==> config.mk <==
export PLATFORM = sky130hd
export DESIGN_NAME = mem_port_arbiter
export DESIGN_NICKNAME = d
export VERILOG_FILES = /design/src/rtl/mem_arb_pkg.sv /design/src/rtl/mem_arb_id_fifo.sv /design/src/rtl/mem_port_arbiter.sv
export SDC_FILE = /design/constraint.sdc
export NUM_CORES = 1
export LEC_CHECK = 0
export ABC_AREA = 1
export CAP_MARGIN = 10
export CELL_PAD_IN_SITES_DETAIL_PLACEMENT = 0
export CELL_PAD_IN_SITES_GLOBAL_PLACEMENT = 2
export CORE_MARGIN = 2
export CORE_UTILIZATION = 10
export DETAILED_ROUTE_END_ITERATION = 12
export GPL_TIMING_DRIVEN = 0
export PLACE_DENSITY_LB_ADDON = 0.1
export SLEW_MARGIN = 5
export SYNTH_ARGS = -nofsm -noshare
export SYNTH_HDL_FRONTEND = slang
export SYNTH_SLANG_ARGS = --single-unit
==> constraint.sdc <==
create_clock -name clk -period 3.4 [get_ports clk]
set_clock_uncertainty 0.1 [all_clocks]
set_input_delay 0.68 -clock clk [delete_from_list [all_inputs] [get_ports clk]]
set_output_delay 0.68 -clock clk [all_outputs]
set_load 0.02 [all_outputs]
==> src/rtl/mem_arb_pkg.sv <==
// Shared types for the two-client memory port arbiter: request/response
// messages and the client ID encoding.
package mem_arb_pkg;

  localparam int unsigned P_OPAQ_BITS = 8;

  typedef enum logic {
    MEM_READ  = 1'b0,
    MEM_WRITE = 1'b1
  } mem_op_e;

  typedef struct packed {
    mem_op_e                op;
    logic [P_OPAQ_BITS-1:0] opaque;
    logic [31:0]            addr;
    logic [1:0]             len;
    logic [31:0]            data;
  } mem_req_t;

  typedef struct packed {
    mem_op_e                op;
    logic [P_OPAQ_BITS-1:0] opaque;
    logic [1:0]             len;
    logic [31:0]            data;
  } mem_resp_t;

  typedef logic cli_id_t;

  localparam cli_id_t CLI_FETCH = 1'b0;
  localparam cli_id_t CLI_LSU   = 1'b1;

endpackage

==> src/rtl/mem_arb_id_fifo.sv <==
// In-order FIFO of client IDs for outstanding memory requests; the head
// names the client that owns the next response from memory.
module mem_arb_id_fifo #(
  parameter int unsigned DEPTH = 4,
  parameter int unsigned WIDTH = 1
) (
  input  logic                     clk,
  input  logic                     rst_n,
  input  logic                     push_i,
  input  logic [WIDTH-1:0]         push_data_i,
  input  logic                     pop_i,
  output logic                     full_o,
  output logic                     empty_o,
  output logic [WIDTH-1:0]         head_o,
  output logic [$clog2(DEPTH):0]   count_o
);

  localparam int unsigned PTR_W = $clog2(DEPTH);
  localparam int unsigned CNT_W = PTR_W + 1;

  logic [WIDTH-1:0] mem_q [DEPTH];
  logic [PTR_W-1:0] wr_ptr_q, wr_ptr_d;
  logic [PTR_W-1:0] rd_ptr_q, rd_ptr_d;
  logic [CNT_W-1:0] count_q, count_d;
  logic             push_ok, pop_ok;

  assign full_o  = (count_q == CNT_W'(DEPTH));
  assign empty_o = (count_q == '0);
  assign head_o  = mem_q[rd_ptr_q];
  assign count_o = count_q;

  // A push while full is dropped here as well, so the count can never
  // exceed the depth even if the producer misbehaves.
  assign push_ok = push_i && !full_o;
  assign pop_ok  = pop_i && !empty_o;

  always_comb begin
    wr_ptr_d = push_ok ? wr_ptr_q + PTR_W'(1) : wr_ptr_q;
    rd_ptr_d = pop_ok  ? rd_ptr_q + PTR_W'(1) : rd_ptr_q;
    count_d  = count_q + CNT_W'(push_ok) - CNT_W'(pop_ok);
  end

  // NOTE: sequential state is written with <= so every flop samples the
  // pre-edge values of its inputs regardless of block ordering.
  always_ff @(posedge clk or negedge rst_n) begin
    if (!rst_n) begin
      wr_ptr_q <= '0;
      rd_ptr_q <= '0;
      count_q  <= '0;
    end else begin
      wr_ptr_q <= wr_ptr_d;
      rd_ptr_q <= rd_ptr_d;
      count_q  <= count_d;
    end
  end

  // NOTE: the storage array has no reset; count_q alone says which entries
  // are valid, so stale contents are never observed.
  always_ff @(posedge clk) begin
    if (push_ok) mem_q[wr_ptr_q] <= push_data_i;
  end

endmodule

==> src/rtl/mem_port_arbiter.sv <==
// Round-robin arbiter sharing one in-order memory port between instruction
// fetch and the LSU, with responses steered back by an ID FIFO.
module mem_port_arbiter
  import mem_arb_pkg::*;
#(
  parameter int unsigned p_max_inflight = 4
) (
  input  logic       clk,
  input  logic       rst_n,
  input  logic [1:0] cli_req_val_i,
  output logic [1:0] cli_req_rdy_o,
  input  mem_req_t   cli_req_msg_i [2],
  output logic [1:0] cli_resp_val_o,
  input  logic [1:0] cli_resp_rdy_i,
  output mem_resp_t  cli_resp_msg_o [2],
  output logic       mem_req_val_o,
  input  logic       mem_req_rdy_i,
  output mem_req_t   mem_req_msg_o,
  input  logic       mem_resp_val_i,
  output logic       mem_resp_rdy_o,
  input  mem_resp_t  mem_resp_msg_i
);

  cli_id_t                         prio_q, prio_d;
  cli_id_t                         winner, head;
  logic [1:0]                      cand;
  logic                            req_fire, resp_fire;
  logic                            fifo_full, fifo_empty;
  logic [$clog2(p_max_inflight):0] fifo_count;

  // NOTE: every output of this block gets a default before any branch so
  // no path leaves a variable unassigned and infers a latch.
  always_comb begin
    cand          = cli_req_val_i & {2{!fifo_full}};
    winner        = CLI_FETCH;
    if (cand[CLI_LSU] && (!cand[CLI_FETCH] || prio_q == CLI_LSU)) winner = CLI_LSU;
    mem_req_val_o = |cand;
    mem_req_msg_o = cli_req_msg_i[winner];
    req_fire      = mem_req_val_o && mem_req_rdy_i;
    cli_req_rdy_o = '0;
    cli_req_rdy_o[winner] = req_fire;
    prio_d        = req_fire ? ~winner : prio_q;

    cli_resp_val_o = '0;
    cli_resp_val_o[head] = mem_resp_val_i && !fifo_empty;
    mem_resp_rdy_o = !fifo_empty && cli_resp_rdy_i[head];
    resp_fire      = mem_resp_val_i && mem_resp_rdy_o;
    for (int i = 0; i < 2; i++) cli_resp_msg_o[i] = mem_resp_msg_i;
  end

  always_ff @(posedge clk or negedge rst_n) begin
    if (!rst_n) prio_q <= CLI_FETCH;
    else        prio_q <= prio_d;
  end

  mem_arb_id_fifo #(
    .DEPTH (p_max_inflight),
    .WIDTH (1)
  ) u_id_fifo (
    .clk         (clk),
    .rst_n       (rst_n),
    .push_i      (req_fire),
    .push_data_i (winner),
    .pop_i       (resp_fire),
    .full_o      (fifo_full),
    .empty_o     (fifo_empty),
    .head_o      (head),
    .count_o     (fifo_count)
  );

`ifndef SYNTHESIS
  // A response with nothing outstanding means memory and arbiter disagree.
  int unsigned proto_err_cnt;

  always_ff @(posedge clk or negedge rst_n) begin
    if (!rst_n)                             proto_err_cnt <= 0;
    else if (mem_resp_val_i && fifo_empty) proto_err_cnt <= proto_err_cnt + 1;
  end

  always @(posedge clk) begin
    if (rst_n)
      assert (!(mem_resp_val_i && fifo_empty))
        else $warning("mem_port_arbiter: response with no outstanding request");
  end

  function automatic string trace();
    return $sformatf("grant=%0b/%0d occ=%0d/%0d resp=%0b/%0d",
                     req_fire, winner, fifo_count, p_max_inflight, resp_fire, head);
  endfunction
`endif

endmodule

# Word-level counts from Yosys, hierarchy flattened
# Memories as Yosys holds them, arrays and structs flattened.
# Cells that the tools add are included.
# totals
latch_bits	0
wordCells	47
memories	1
ram_bits	4
register_bits	8
mem_bits_ro	0
# mem_list
name	words	width	read_ports	rd_ports_with_merged_regs	write_ports	line	source
u_id_fifo.mem_q	4	1	1	0	1	mem_arb_id_fifo.sv:21	logic [WIDTH-1:0] mem_q [DEPTH];
# classes
reduce_logical	15
shifts	0
n_lt_le_gt_ge	5
n_bitwise	5
div	0
multipliers	0
eq_ne	1
add_sub_neg	4
n_mux	12
# op_table
cell	n
$mux W75	3
$logic_and A1 B1 Y1	9
$mux W1	7
$and A2 B2 Y2	3
$add A2 B1 Y2 const B	2
$lt A1 B2 Y1 const B	2
$add A3 B1 Y3	1
$eq A3 B3 Y1 const B	1
$logic_not A1 Y1	3
$logic_not A3 Y1	1
$sub A3 B1 Y3	1
$demux W1 S1	2
$ge A1 B1 Y1 const B	2
$ge A2 B2 Y1 const B	1
$not A1 Y2	1
$reduce_or A2 Y1	1
$logic_or A1 B1 Y1	1
$not A1 Y1	1

# Logic depth before layout (Yosys ltp)
# logic_depth
depth_word	12
depth_mapped	13

# Modules after synthesis
# Synthesis repeated with hierarchy kept, for this count alone.
# hier_totals
hier_cells	426
area_unflattened_um2	2392.3
# modules_own_cells
mod	cells_each	seq_area_each_um2	area_per_inst_um2	n_inst
mem_port_arbiter	355	25.0	1740.4	1
mem_arb_id_fifo	71	295.3	651.9	1

# Worst setup path after synthesis
# No wires, ideal clock.
# synth_timing
path_type	input-to-output
from	input cli_req_val_i[0]
to	output cli_req_rdy_o[0]
t_arrival_ps	1468
setup_slack_ps	1152
cell_stages	5
path_buffers	1
path_cell_list	inv_1 o211ai_2 inv_2 buf_2 nor2_1
# synth_via
elab_chain_cells	10
# synth_lines
item	line	source
start: declaration	mem_port_arbiter.sv:10	input logic [1:0] cli_req_val_i,
$and A2 B2 Y2 *	mem_port_arbiter.sv:34	cand = cli_req_val_i & {2{!fifo_full}};
$logic_not A1 Y1 *	mem_port_arbiter.sv:36	if (cand[CLI_LSU] && (!cand[CLI_FETCH] || prio_q == CLI_LSU)) winner = CLI_LSU;
$logic_or A1 B1 Y1 *	mem_port_arbiter.sv:36	
$logic_and A1 B1 Y1 *	mem_port_arbiter.sv:36	
$mux W1 *	mem_port_arbiter.sv:36	
via u_id_fifo.push_data_i	mem_arb_id_fifo.sv:10	input logic [WIDTH-1:0] push_data_i,
$lt A1 B2 Y1 (not written as such) / $ge A1 B1 Y1 (equally long branches)	mem_port_arbiter.sv:41	cli_req_rdy_o[winner] = req_fire;
$logic_and A1 B1 Y1 (not written as such)	mem_port_arbiter.sv:41	
$mux W1 (not written as such)	mem_port_arbiter.sv:41	
$demux W1 S1 *	mem_port_arbiter.sv:41	
$and A2 B2 Y2 (no line) *	n/a	
end: declaration	mem_port_arbiter.sv:11	output logic [1:0] cli_req_rdy_o,
# The timed path passes the listed nets; every way through them passes the cells marked *.

==> impl_results.rst <==
.. list-table::
   :header-rows: 1

   * - Metric
     - Value
   * - Mean instance size in the synthesized netlist
     - 5.59 um2
   * - Most frequent standard cell in the layout excluding fill and tap cells
     - clkdlybuf4s50_1
   * - Clock network fraction of design power
     - 8.5%
   * - Netlist cell types
     - 20
   * - Worst max-slew margin expressed relative to the limit
     - about three quarters
   * - IR drop worst, VDD
     - 161 uV
   * - Maximum fanout encountered on the critical timing path
     - 10
   * - Net load switching power
     - 0.00120 W
   * - Startpoint type of the worst setup path
     - input port
   * - Pre-CTS worst setup slack
     - -0.178 ns
   * - Post-synthesis mux area share
     - 0%
   * - Total number of placement rows
     - 55
   * - Worst min path class
     - flip-flop to flip-flop
   * - Core ar.
     - 22600 um2
   * - Maximum count of clock buffers along a single path
     - 2
   * - Number of antenna violations at the first check in global routing
     - 2
   * - Post-CTS setup buffers
     - 0
   * - Number of top-level design ports
     - approximately 370
   * - Finish-stage setup viols
     - 0
   * - Starting utilization of the core area
     - ~10%
   * - Number of warnings reported in the yosys synthesis log
     - 0
   * - Outcome
     - complete, no violations
   * - Internal portion of total power
     - between 0.001 and 0.0015 W
   * - Later-pin clock latency in the skew report
     - about 0.23 ns
   * - Clk sinks
     - 12
   * - Number of pins with negative max-slew slack in the final report
     - 0
   * - Max capacitance violation total
     - 0
   * - Vertical die dimension
     - 156 um
   * - 1st-iter DRT viols
     - 111
   * - Setup repair after global routing missed its margin
     - true
   * - Area share of the largest cell type after synthesis
     - just under 40%
   * - Switching Fraction
     - 48.2%
   * - Post-detailed-route DRC marker count
     - 0
   * - Detail Route Antenna Nets
     - 0
   * - Post-Syn Nets
     - 620
   * - Number of global-route vias before repair
     - 3577
   * - Total detailed-routing wirelength
     - 14.6 mm
   * - Largest net degree at the start of global routing
     - 14
   * - Clock period minus final worst setup slack
     - 3.28 ns
   * - Endpoint type of the worst setup path
     - primary output
   * - Adder-cell share of the synthesized area
     - 4.13%
   * - Gr usage total
     - 11.3%
   * - Number of buffers added to fix hold violations after cts
     - 0
   * - Ratio of total power to cell area
     - 414 nW/um2
   * - Combinational cell fraction of total power
     - 80.9%
   * - Total Die Area
     - approximately 24000 um2
   * - Simple-gate share of the synthesized area
     - 43.0%
   * - Synth Register Bits
     - 12
   * - Ranking of synthesized cells by area
     - nand2_1, buf_4, dfrtp_1
   * - Final clock period utilization by the worst path
     - 96.5%
   * - Total Negative Setup Slacks
     - 0 ns
   * - Number of vias after detailed routing
     - approximately 3.5k
   * - First-pass GRT wire length
     - roughly 21 mm
   * - Routed vias/inst
     - roughly 3.4
   * - Top library cells by usage in the layout, fill and taps aside
     - clkdlybuf4s50_1, nand2_1, buf_4, dlygate4sd2_1, inv_1
   * - Routability congestion estimate from global placement
     - 0.766
   * - Post-synthesis instance area
     - 2300 um2
   * - Data arrival, critical path
     - 2.50 ns
   * - Leakage power
     - 3.03 nW
   * - Horizontal die dimension
     - 156 um
   * - Clock slew at reported path FFs
     - about 0.040 ns
   * - Layout overhead on the synthesized area
     - 160%
   * - Share of power burned in registers
     - about a tenth
   * - Worst path required time
     - 2.62 ns
   * - CTS tree
     - built
   * - Worst Max-Slew Pin Slew
     - 0.381 ns
   * - Post-DP HPWL
     - 13.2 mm
   * - Layout net count
     - 949
   * - Cell type contributing the most total cell area after synthesis
     - nand2_1
   * - Post-route setup slack
     - 0.119 ns
   * - Depth of the CTS H-tree
     - 1
   * - Fraction of layout instances using a drive strength above 1
     - 14.7%
   * - Xor and xnor fraction of the mapped netlist area
     - between 1 and 1.5%
   * - Area fraction in compound gates after synthesis
     - 1.63%
   * - Sequential cell area fraction in the yosys report
     - 13.9%
   * - TritonRoute pass-1 iters
     - 4
   * - Count of endpoints failing hold in the final timing report
     - 0
   * - Number of buffers created by CTS
     - 3
   * - Total of buffers placed on input and output ports
     - 324
   * - Worst setup path category
     - input port to primary output
   * - Average wire per cell in the routed design
     - 14.2 um
   * - Total grt overflow
     - 0
   * - Largest family of logic cells by synthesized area
     - simple AND/OR/NAND/NOR gates
   * - Synthesized netlist cell count
     - 412
   * - Clock Root Buffer
     - clkbuf_16
   * - F_max
     - 305 MHz
layout make-up:
| class | count | area [um2] |
|---|---|---|
| diodes | 1 | 2.50 |
| plain buffers | 102 | 773 |
| clock buffers | 4 | 78.8 |
| fillers | 2521 | 16600 |
| inverters | 22 | 82.6 |
| multi-input cells | 276 | 1160 |
| flip-flops and latches | 12 | 320 |
| well taps | 285 | 357 |
| repair buffers | 324 | 3220 |
through the flow:
| stage | power [W] | hold slack [ns] | area, um2 | instances | utilization, % |
|---|---|---|---|---|---|
| after floorplan | 0.00135 | 0.284 | 2300 | 412 | - |
| after global placement | 0.00240 | 0.404 | 5900 | 1021 | 26.1 |
| after detailed placement | 0.00240 | 0.410 | 5900 | 1021 | 26.1 |
| after CTS | 0.00255 | 0.433 | 5950 | 1025 | 26.3 |
| after global routing | 0.00272 | 0.472 | 6000 | 1026 | 26.5 |
| final | 0.00248 | 0.423 | 6000 | 1026 | 26.5 |
cell usage after synthesis:
cell,count
nand2_1,242
buf_4,92
inv_1,21
dfrtp_1,8
nand3_1,8
nor2_1,8
buf_2,6
ha_1,6
edfxtp_1,4
o21ai_0,3
a21oi_1,2
buf_6,2
clkbuf_1,2
xnor2_1,2
fa_1,1
inv_2,1
nand2_2,1
nor2_2,1
o211ai_2,1
xor2_1,1
cells by family (layout without fill, tap and decap cells):
group / count (synthesis) / in the layout
other cells: 0 / 1
simple gates: 260 / 260
fa+ha+maj: 7 / 7
buf+inv: 124 / 452
compound gates: 6 / 6
xor+xnor: 3 / 3
flops: 12 / 12
critical path: stages:
cell and delay (ns):
clkdlybuf4s50_1 0.47, inv_1 0.06, o211ai_4 0.25, clkbuf_4 0.27
nand2_1 0.06, nand2_1 0.07, clkdlybuf4s50_1 0.63
routing by layer:
layer / vias to the layer above / GRT usage [%] / wire length (um)
li1: 1793 / - / -
met1: 1515 / 10.0 / 4330
met2: 142 / 24.3 / 8810
met3: 6 / 4.44 / 1360
met4: 2 / 0.917 / 75
met5: - / 0 / 13
registers in the layout, indices dropped and copies added, names as in the netlist:
| signal | cells |
|---|---|
| u_id_fifo.count_o | 3 |
| prio_q | 1 |
| u_id_fifo.rd_ptr_q | 2 |
| u_id_fifo.mem_q | 4 |
| u_id_fifo.wr_ptr_q | 2 |
path summary, 6_finish.rpt:
path / startpoint / to / slack (ns) / depth (start not counted)
max in group asynchronous: rst_n / prio_q / 2.30 / 1
worst min-delay path: u_id_fifo.rd_ptr_q[0] / u_id_fifo.rd_ptr_q[0] / 0.42 / 2
worst max-delay path: cli_req_val_i[0] / mem_req_msg_o[62] / 0.12 / 7
min in group asynchronous: rst_n / u_id_fifo.rd_ptr_q[1] / 0.63 / 1
worst min register to register: u_id_fifo.rd_ptr_q[0] / u_id_fifo.rd_ptr_q[0] / 0.42 / 2
worst max register to register: u_id_fifo.count_o[1] / u_id_fifo.count_o[2] / 1.13 / 12
power groups by stage:
stage               sequential, W  combinational [W]  clock [W]
global route             0.000272            0.00222   0.000227
global placement         0.000261            0.00214          0
detailed placement       0.000263            0.00213          0
floorplan                0.000252            0.00110          0
finish                   0.000263            0.00201   0.000212
CTS                      0.000264            0.00207   0.000218
what timing repair did:
| action | CTS | global route |
|---|---|---|
| pin swaps | 0 | 0 |
| gates resized for setup | 45 | 16 |
| setup endpoints to repair | 49 | 26 |
| cloned | 0 | 0 |
Note: power is estimated with default switching activity, not from simulation.
